$ cat src/rtl/iir_biquad_tdm.sv
// Time-multiplexed N-channel direct-form-II biquad sharing one multiplier; 7 cycles per sample.
// Define IIR_SATURATE_EN to clamp quantised w/y instead of wrapping to DATA_W bits.
module iir_biquad_tdm #(
  parameter int DATA_W   = 16,
  parameter int FRAC_W   = 14,
  parameter int CHANNELS = 4,
  parameter int CH_W     = (CHANNELS > 1) ? $clog2(CHANNELS) : 1
) (
  input  logic              clk,
  input  logic              rst,
  input  logic              in_valid,
  output logic              in_ready,
  input  logic [CH_W-1:0]   in_ch,
  input  logic [DATA_W-1:0] x,
  input  logic              coef_we,
  input  logic [CH_W-1:0]   coef_ch,
  input  logic [2:0]        coef_sel,
  input  logic [DATA_W-1:0] coef_data,
  output logic              out_valid,
  output logic [CH_W-1:0]   out_ch,
  output logic [DATA_W-1:0] y
);

  localparam int ACC_W  = 2 * DATA_W + 3;
  localparam int PROD_W = 2 * DATA_W;
  localparam logic signed [ACC_W-1:0] RND      = ACC_W'(1) << (FRAC_W - 1);
  localparam logic        [DATA_W-1:0] COEF_ONE = DATA_W'(1) << FRAC_W;
`ifdef IIR_SATURATE_EN
  localparam logic signed [ACC_W-1:0] SAT_MAX = (ACC_W'(1) << (DATA_W - 1)) - ACC_W'(1);
  localparam logic signed [ACC_W-1:0] SAT_MIN = -(ACC_W'(1) << (DATA_W - 1));
`endif

  typedef enum logic [2:0] {
    IDLE = 3'd0,
    FB1  = 3'd1,
    FB2  = 3'd2,
    FF0  = 3'd3,
    FF1  = 3'd4,
    FF2  = 3'd5,
    DONE = 3'd6
  } state_t;

  function automatic logic [DATA_W-1:0] quant(input logic signed [ACC_W-1:0] a);
`ifdef IIR_SATURATE_EN
    logic signed [ACC_W-1:0] s;
    s = (a + RND) >>> FRAC_W;
    if (s > SAT_MAX)      quant = SAT_MAX[DATA_W-1:0];
    else if (s < SAT_MIN) quant = SAT_MIN[DATA_W-1:0];
    else                  quant = s[DATA_W-1:0];
`else
    quant = DATA_W'((a + RND) >>> FRAC_W);
`endif
  endfunction

  state_t state_q, state_d;

  // Per-channel coefficient and delay-line storage
  logic [DATA_W-1:0] b0_q [CHANNELS];
  logic [DATA_W-1:0] b1_q [CHANNELS];
  logic [DATA_W-1:0] b2_q [CHANNELS];
  logic [DATA_W-1:0] a1_q [CHANNELS];
  logic [DATA_W-1:0] a2_q [CHANNELS];
  logic [DATA_W-1:0] sw1_q [CHANNELS];
  logic [DATA_W-1:0] sw2_q [CHANNELS];

  logic [DATA_W-1:0] x_q, cb0_q, cb1_q, cb2_q, ca1_q, ca2_q, ww1_q, ww2_q, w_q;
  logic [CH_W-1:0]   ch_q;
  logic              ok_q;
  logic signed [ACC_W-1:0] acc_q, acc_d;
  logic [DATA_W-1:0] y_q;
  logic [CH_W-1:0]   out_ch_q;

  logic              accept, in_ok, coef_hit;
  logic [DATA_W-1:0] mul_c, mul_s, q_d;
  logic signed [PROD_W-1:0] prod;
  logic signed [ACC_W-1:0]  prod_ext, x_ext;

  assign accept   = in_valid && in_ready;
  assign in_ok    = int'(in_ch) < CHANNELS;
  assign coef_hit = coef_we && (int'(coef_ch) < CHANNELS) && (coef_sel < 3'd5);

  always_ff @(posedge clk) begin
    if (rst) state_q <= IDLE;
    else     state_q <= state_d;
  end

  always_comb begin
    state_d = state_q;
    case (state_q)
      IDLE:    if (in_valid) state_d = FB1;
      FB1:     state_d = FB2;
      FB2:     state_d = FF0;
      FF0:     state_d = FF1;
      FF1:     state_d = FF2;
      FF2:     state_d = DONE;
      DONE:    state_d = IDLE;
      default: state_d = IDLE;
    endcase
  end

  always_comb begin
    in_ready  = (state_q == IDLE);
    out_valid = (state_q == DONE) && ok_q;
  end

  always_ff @(posedge clk) begin
    if (rst) begin
      for (int i = 0; i < CHANNELS; i++) begin
        b0_q[i] <= COEF_ONE;
        b1_q[i] <= '0;
        b2_q[i] <= '0;
        a1_q[i] <= '0;
        a2_q[i] <= '0;
      end
    end else if (coef_hit) begin
      case (coef_sel)
        3'd0:    b0_q[coef_ch] <= coef_data;
        3'd1:    b1_q[coef_ch] <= coef_data;
        3'd2:    b2_q[coef_ch] <= coef_data;
        3'd3:    a1_q[coef_ch] <= coef_data;
        3'd4:    a2_q[coef_ch] <= coef_data;
        default: ;
      endcase
    end
  end

  // Delay line shifts only once the whole sample has completed
  always_ff @(posedge clk) begin
    if (rst) begin
      for (int i = 0; i < CHANNELS; i++) begin
        sw1_q[i] <= '0;
        sw2_q[i] <= '0;
      end
    end else if (state_q == DONE && ok_q) begin
      sw1_q[ch_q] <= w_q;
      sw2_q[ch_q] <= ww1_q;
    end
  end

  always_comb begin
    mul_c = '0;
    mul_s = '0;
    case (state_q)
      FB1:     begin mul_c = ca1_q; mul_s = ww1_q; end
      FB2:     begin mul_c = ca2_q; mul_s = ww2_q; end
      FF0:     begin mul_c = cb0_q; mul_s = w_q;   end
      FF1:     begin mul_c = cb1_q; mul_s = ww1_q; end
      FF2:     begin mul_c = cb2_q; mul_s = ww2_q; end
      default: ;
    endcase
  end

  assign prod     = $signed(mul_c) * $signed(mul_s);
  assign prod_ext = ACC_W'(prod);
  assign x_ext    = ACC_W'($signed(x_q)) <<< FRAC_W;

  always_comb begin
    acc_d = acc_q;
    case (state_q)
      FB1:      acc_d = x_ext - prod_ext;
      FB2:      acc_d = acc_q - prod_ext;
      FF0:      acc_d = prod_ext;
      FF1, FF2: acc_d = acc_q + prod_ext;
      default:  ;
    endcase
  end

  assign q_d = quant(acc_d);

  // y/out_ch load on the FF2 edge so they are valid for the whole DONE cycle
  always_ff @(posedge clk) begin
    if (rst) begin
      x_q      <= '0;
      ch_q     <= '0;
      ok_q     <= 1'b0;
      cb0_q    <= '0;
      cb1_q    <= '0;
      cb2_q    <= '0;
      ca1_q    <= '0;
      ca2_q    <= '0;
      ww1_q    <= '0;
      ww2_q    <= '0;
      w_q      <= '0;
      acc_q    <= '0;
      y_q      <= '0;
      out_ch_q <= '0;
    end else begin
      if (accept) begin
        x_q   <= x;
        ch_q  <= in_ch;
        ok_q  <= in_ok;
        cb0_q <= b0_q[in_ch];
        cb1_q <= b1_q[in_ch];
        cb2_q <= b2_q[in_ch];
        ca1_q <= a1_q[in_ch];
        ca2_q <= a2_q[in_ch];
        ww1_q <= sw1_q[in_ch];
        ww2_q <= sw2_q[in_ch];
      end
      acc_q <= acc_d;
      if (state_q == FB2) w_q <= q_d;
      if (state_q == FF2 && ok_q) begin
        y_q      <= q_d;
        out_ch_q <= ch_q;
      end
    end
  end

  assign y      = y_q;
  assign out_ch = out_ch_q;

endmodule
$ cat config.mk
export PLATFORM = sky130hd
export DESIGN_NAME = iir_biquad_tdm
export DESIGN_NICKNAME = d
export VERILOG_FILES = /design/src/rtl/iir_biquad_tdm.sv
export SDC_FILE = /design/constraint.sdc
export NUM_CORES = 2
export LEC_CHECK = 0
export ABC_AREA = 1
export CORE_ASPECT_RATIO = 1.1
export CORE_MARGIN = 3
export CORE_UTILIZATION = 64
export CTS_BUF_LIST = sky130_fd_sc_hd__clkbuf_4
export DETAILED_ROUTE_END_ITERATION = 7
export PLACE_DENSITY = 0.87
export SETUP_SLACK_MARGIN = 0.5
export SYNTH_ARGS = -nofsm -noshare
export SYNTH_HDL_FRONTEND = slang
export SYNTH_SLANG_ARGS = --single-unit
$ cat constraint.sdc
create_clock -name clk -period 14.6 [get_ports clk]
set_clock_uncertainty 0.05 [all_clocks]
set_input_delay 4.38 -clock clk [delete_from_list [all_inputs] [get_ports clk]]
set_output_delay 4.38 -clock clk [all_outputs]
set_load 0.02 [all_outputs]
# Word level (Yosys, flattened, before mapping)
# Memory sizes are Yosys's and may differ from the RTL's. A register that Yosys moved wholly into a read port is not among the register bits.
# Index checks and enable logic that the tools add are counted.
[totals] reg_bits=91 mem_bits_rw=448 in_bits=43 output_inout_bits=20 word_cells=99 memories=7
[classes] addsub=4 n_mul=1 n_lt_le_gt_ge=1 n_eq_ne=11 n_mux=51 reduce_logical=16
[memory_table] name="a1_q" words=4 word_bits=16 rd=1 rd_clocked_by_memory_dff=1 write_ports=4 line_no="61" text="logic [DATA_W-1:0] a1_q [CHANNELS];"
[memory_table] name="a2_q" words=4 word_bits=16 rd=1 rd_clocked_by_memory_dff=1 write_ports=4 line_no="62" text="logic [DATA_W-1:0] a2_q [CHANNELS];"
[memory_table] name="b0_q" words=4 word_bits=16 rd=1 rd_clocked_by_memory_dff=1 write_ports=4 line_no="58" text="logic [DATA_W-1:0] b0_q [CHANNELS];"
[memory_table] name="b1_q" words=4 word_bits=16 rd=1 rd_clocked_by_memory_dff=1 write_ports=4 line_no="59" text="logic [DATA_W-1:0] b1_q [CHANNELS];"
[memory_table] name="b2_q" words=4 word_bits=16 rd=1 rd_clocked_by_memory_dff=1 write_ports=4 line_no="60" text="logic [DATA_W-1:0] b2_q [CHANNELS];"
[memory_table] name="sw1_q" words=4 word_bits=16 rd=1 rd_clocked_by_memory_dff=1 write_ports=4 line_no="63" text="logic [DATA_W-1:0] sw1_q [CHANNELS];"
[memory_table] name="+1 memories"
[ops] operator="$pmux W35 S4" n=1
[ops] operator="$mux W16" n=7
[ops] operator="$reduce_or A16 Y1" n=7
[ops] operator="$pmux W16 S5" n=1
[ops] operator="$pmux W16 S3" n=1
[ops] operator="$add A35 B32 Y35" n=1
[ops] operator="$sub A35 B32 Y35" n=1
[ops] operator="$sub A30 B32 Y33" n=1
[ops] operator="$mul A16 B16 Y32" n=1
[ops] operator="$mux W1" n=32
[ops] operator="$add A30 B15 Y30 const B" n=1
[ops] operator="$pmux W3 S6" n=1
[ops] operator="$mux W2" n=7
[ops] operator="$eq A3 B2 Y1 const B" n=4
[ops] operator="$eq A3 B3 Y1 const B" n=4
[ops] operator="$eq A3 B1 Y1 const B" n=2
[ops] operator="$logic_not A3 Y1" n=2
[ops] operator="$reduce_or A2 Y1" n=3
[ops] operator="$logic_and A1 B1 Y1" n=4
[ops] operator="$lt A3 B3 Y1 const B" n=1
[ops] operator="$mux W3" n=1
[ops] operator="$ne A2 B2 Y1 const B" n=1

# Depth between registers and ports, before layout
[logic_depth] word_depth=7 ltp_mapped=60

# Least setup slack after synthesis
# Ideal clock, no wire load.
[synth_path] path_type="reg2reg" from="register state_q[2]" to="register w_q[11]" setup_time_ns=0.109 t_arrival_ns=9.095 required_time_ns=14.441 slack_ns=5.346 path_stages_with_launch=52 n_path_buf=4 synth_period_minus_slack_ns=9.254 path_cell_list="dfxtp_1 buf_4 inv_2 nand3_2 inv_1 clkbuf_1 clkbuf_1 a221oi_1 clkbuf_1 nor2_1 fa_1 inv_1 fa_1 fa_1 inv_1 fa_1 fa_1 inv_1 [... 16 more ...] nand2_1 nor4_1 nand3_1 nand3_1 or2_2 nand3_1 o21ai_0 inv_1 nand3_1 nand3_1 nor2_1 inv_1 nor2_1 nand2_1 nand2_1 nand3_1 nand2_1 inv_1"
[synth_between] elab_chain_len=7 word_cells_on_any_way=16
[synth_rtl] element="start: declaration" line_no="55" text="state_t state_q, state_d;"
[synth_rtl] element="start signal: assignment" line_no="84" text="else state_q <= state_d;"
[synth_rtl] element="$eq A3 B2 Y1, or another cell as far along" line_no="143, 159, 201"
[synth_rtl] element="$reduce_or A2 Y1 (no line)"
[synth_rtl] element="$pmux W16 S3" line_no="143" text="case (state_q)"
[synth_rtl] element="$mul A16 B16 Y32" line_no="153" text="assign prod = $signed(mul_c) * $signed(mul_s);"
[synth_rtl] element="$add A35 B32 Y35, or another cell as far along" line_no="163" text="FF1, FF2: acc_d = acc_q + prod_ext;"
[synth_rtl] element="$pmux W35 S4" line_no="159" text="case (state_q)"
[synth_rtl] element="$add A30 B15 Y30" line_no="51" text="quant = DATA_W'((a + RND) >>> FRAC_W);"
[synth_rtl] element="end signal: assignment" line_no="201" text="if (state_q == FB2) w_q <= q_d;"
[synth_rtl] element="end: declaration" line_no="66" text="logic [DATA_W-1:0] x_q, cb0_q, cb1_q, cb2_q, ca1_q, ca2_q, ww1_q, ww2_q, w_q;"
# Parallel ways exist; a longest one is shown, timed or not.
# A chain may end at the register's enable or synchronous reset.

# Worst setup path in the final report
[layout_path] from="register state_q[2]" to="register w_q[15]"
# The elaborated chain is that of the path after synthesis.

==> out/results.txt <==
Final nets = 5272
hold_buf cts = 0
failing checks = DRC
LEAKAGE = 18.8 nW
Post-synth EDFFs = 448
CP max FO = 27
top cell family by delay on the critical path = adder cells
Tmin final = 12480 ps
final setup fails = 0
Peak VDD IR = 115 µV
Tcrit/Tclk final = 0.855
# fillers = 4720
final setup TNS = 0 ps
clock buffers created by TritonCTS = 160
clk_lat worst skew = 1040 ps
arrival time worst endpoint = 13370 ps
ranking of synthesized cells by area = edfxtp_1, fa_1, nor2_1
run status = complete, but fails checks
number of remaining DRC errors = 1
overall power = 5.76 mW
CTS tree = done
final wirelength = 122000 µm
CP Capture Type = flip-flop
register area share after synthesis = 0.426
area growth from synthesis to layout = 7.68%
footprint of the multi-input gates = 20100 µm²
total core area = 62800 µm²
critical path buffer and inverter count = 12
Netlist Area Pre-Place = 40900 µm²
leading area contributor after synthesis = edfxtp_1
Sequential Power Share = 0.377
most frequent cell after synthesis = nor2_1
total net switching power = 2.24 mW
Clock power frac = 0.280
max-cap violation count = 0
clk sinks = 646
Syn. warnings = 0
CP required = 15490 ps
post-synth top area share = 0.329
final hold viol count = 0
Die Ht = 271 µm
Top FF cell, synth = edfxtp_1
CP peak stage delay = 1070 ps
Yosys cell types = 62
Placer Congestion = 1.04
# IOs = 63
GRT Total Usage = 0.367
Mapped Cells = 4854
commonest cells in the netlist = nor2_1, nand2_1, inv_1
average wire per cell in the routed design = 21.0 µm
Vias/cell = 6.07
drt pass-1 iters = 8
combinational share of power = 0.343
post-CTS sizing = 0
DPL Wire Length = 84100 µm
Clock Path Buffers = 3
syn_nets = 5270
Max Transition Viols Final = 0
total grt overflow = 0
Starting Density = 0.651
Startpoint Class = flip-flop
Sw Ratio = 0.389
initial antenna violation count = 4
first-pass GRT wire length = 189000 µm
most used cell, CP = nand2_1
Die X = 247 µm
Rel. slew slack = 0.170
Die ar. = 67000 µm²
fraction of layout cells with a size suffix above 1 = 0.0802
fmax = 0.0801 GHz
vias in the first global route = 34685
Hold Path Class = flip-flop to flip-flop
register area = 17400 µm²
Port Buffers = 62
number of setup buffers added after CTS = 0
Via Count = 35332
H-tree depth = 4
Iter 0 DRT Violations = 3888
PwrDens = 131 nW/µm²
syn avg cell area = 8.42 µm²
Async S/R FF share, synth = 0
RSZ-0062 raised after global routing = false
Reg clk slew, reported paths = 80 ps
internal power = 3.52 mW
clock root cell = clkbuf_4
Synth Register Bits = 646
largest net degree at the start of global routing = 122
Rows = 96
Antenna Violating Nets Remaining = 0
CP Class = flip-flop to flip-flop
critical path's slowest cell = a221oi_1
Worst Tran Pin Value = 1250 ps
## placed cells by master (no fill, tap or decap), types with 6 or more instances in the layout
cell and instances:
nand4_1 27, xor2_1 36, o21a_1 12, a21oi_1 137, clkdlybuf4s50_1 59, clkinv_2 7, and2_1 10, inv_6 7
dfxtp_1 198, o21ai_2 6, o21bai_1 10, fa_1 249, clkbuf_4 239, inv_1 605, nor2_1 1066, a31oi_1 101
nand2_1 632, clkinv_1 45, o21ai_1 16, a221oi_1 14, nand3b_1 16, nand3_1 141, inv_2 11, o21ai_0 436
nor2_4 7, edfxtp_1 448, xnor2_1 14, nor2_2 10, a21o_1 9, nor3_1 120, nand2_2 17, o22ai_1 20
ha_1 124, nand3_2 7, or2_2 19, buf_4 43, a211oi_1 11, a22oi_1 12
## power by group through the flow
stage	sequential, mW	clock, mW	combinational (mW)
CTS	2.17	1.62	1.92
global placement	2.20	0	1.90
floorplan	2.17	0	1.39
global route	2.18	1.72	2.17
finish	2.17	1.61	1.98
detailed placement	2.21	0	1.91
## worst min-delay path: cells and delay by family, from the launching register on
family	cells	cell delay (ps)
buffers and inverters	1	60
AOI/OAI and AO/OA	1	60
DFF	1	300
## metrics by stage
step                utilization  cell area [µm²]  instances  setup slack, ps  hold WS, ps
floorplan                     -            40900       4854             5350          380
global placement          0.666            41900       5527             2590          405
detailed placement        0.666            41900       5527             2590          407
CTS                       0.701            44000       5823             2530          417
global route              0.701            44000       5825             1380          441
finish                    0.701            44000       5825             2120          417
## layer usage
metal  global-route usage  up-vias  share of wire
li1                     -    15878              -
met1                0.435    16498           0.34
met2                0.585     2355           0.47
met3               0.0837      599           0.11
met4                0.267        2          0.083
met5                    0        -        0.00013
## cell families after synthesis
logic type | Yosys count | synth area share
XOR/XNOR | 52 | 0.0115
AND/OR/NAND/NOR | 2086 | 0.210
AO/OA/AOI/OAI | 806 | 0.109
buffers and inverters | 891 | 0.0832
adder cells (fa/ha/maj) | 373 | 0.160
flip-flops | 646 | 0.426
## path summary, 6_finish.rpt
| check | startpoint | endpoint | slack, ps | depth (start not counted) |
|---|---|---|---|---|
| setup / recovery | state_q[2]$_SDFFE_PP0P_ | w_q[15]$_SDFFE_PP0N_ | 2120 | 49 |
| hold / removal | cb0_q[0]$_SDFFE_PP0P_ | cb0_q[0]$_SDFFE_PP0P_ | 420 | 2 |
| setup reg to reg | state_q[2]$_SDFFE_PP0P_ | w_q[15]$_SDFFE_PP0N_ | 2120 | 49 |
| hold reg to reg | cb0_q[0]$_SDFFE_PP0P_ | cb0_q[0]$_SDFFE_PP0P_ | 420 | 2 |
## final cells by class
class,count,share of cell area
clock buffer,239,0.0407
clock inverter,57,0.00844
tap,833,0.0237
inverter,627,0.0539
sequential,646,0.396
antenna,2,0.000114
timing repair buffer,104,0.0211
multi-input combinational,3317,0.457
## registers in the layout, summed over array words and instances (netlist names)
signal	count
a1_q	64
a2_q	64
acc_q	30
b0_q	64
b1_q	64
b2_q	64
ca1_q	16
ca2_q	16
cb0_q	16
cb1_q	16
cb2_q	16
ch_q	2
ok_q	1
out_ch	2
state_q	3
sw1_q	64
sw2_q	64
w_q	16
ww1_q	16
ww2_q	16
x_q	16
y	16
Power figures use the tool's default switching activity.
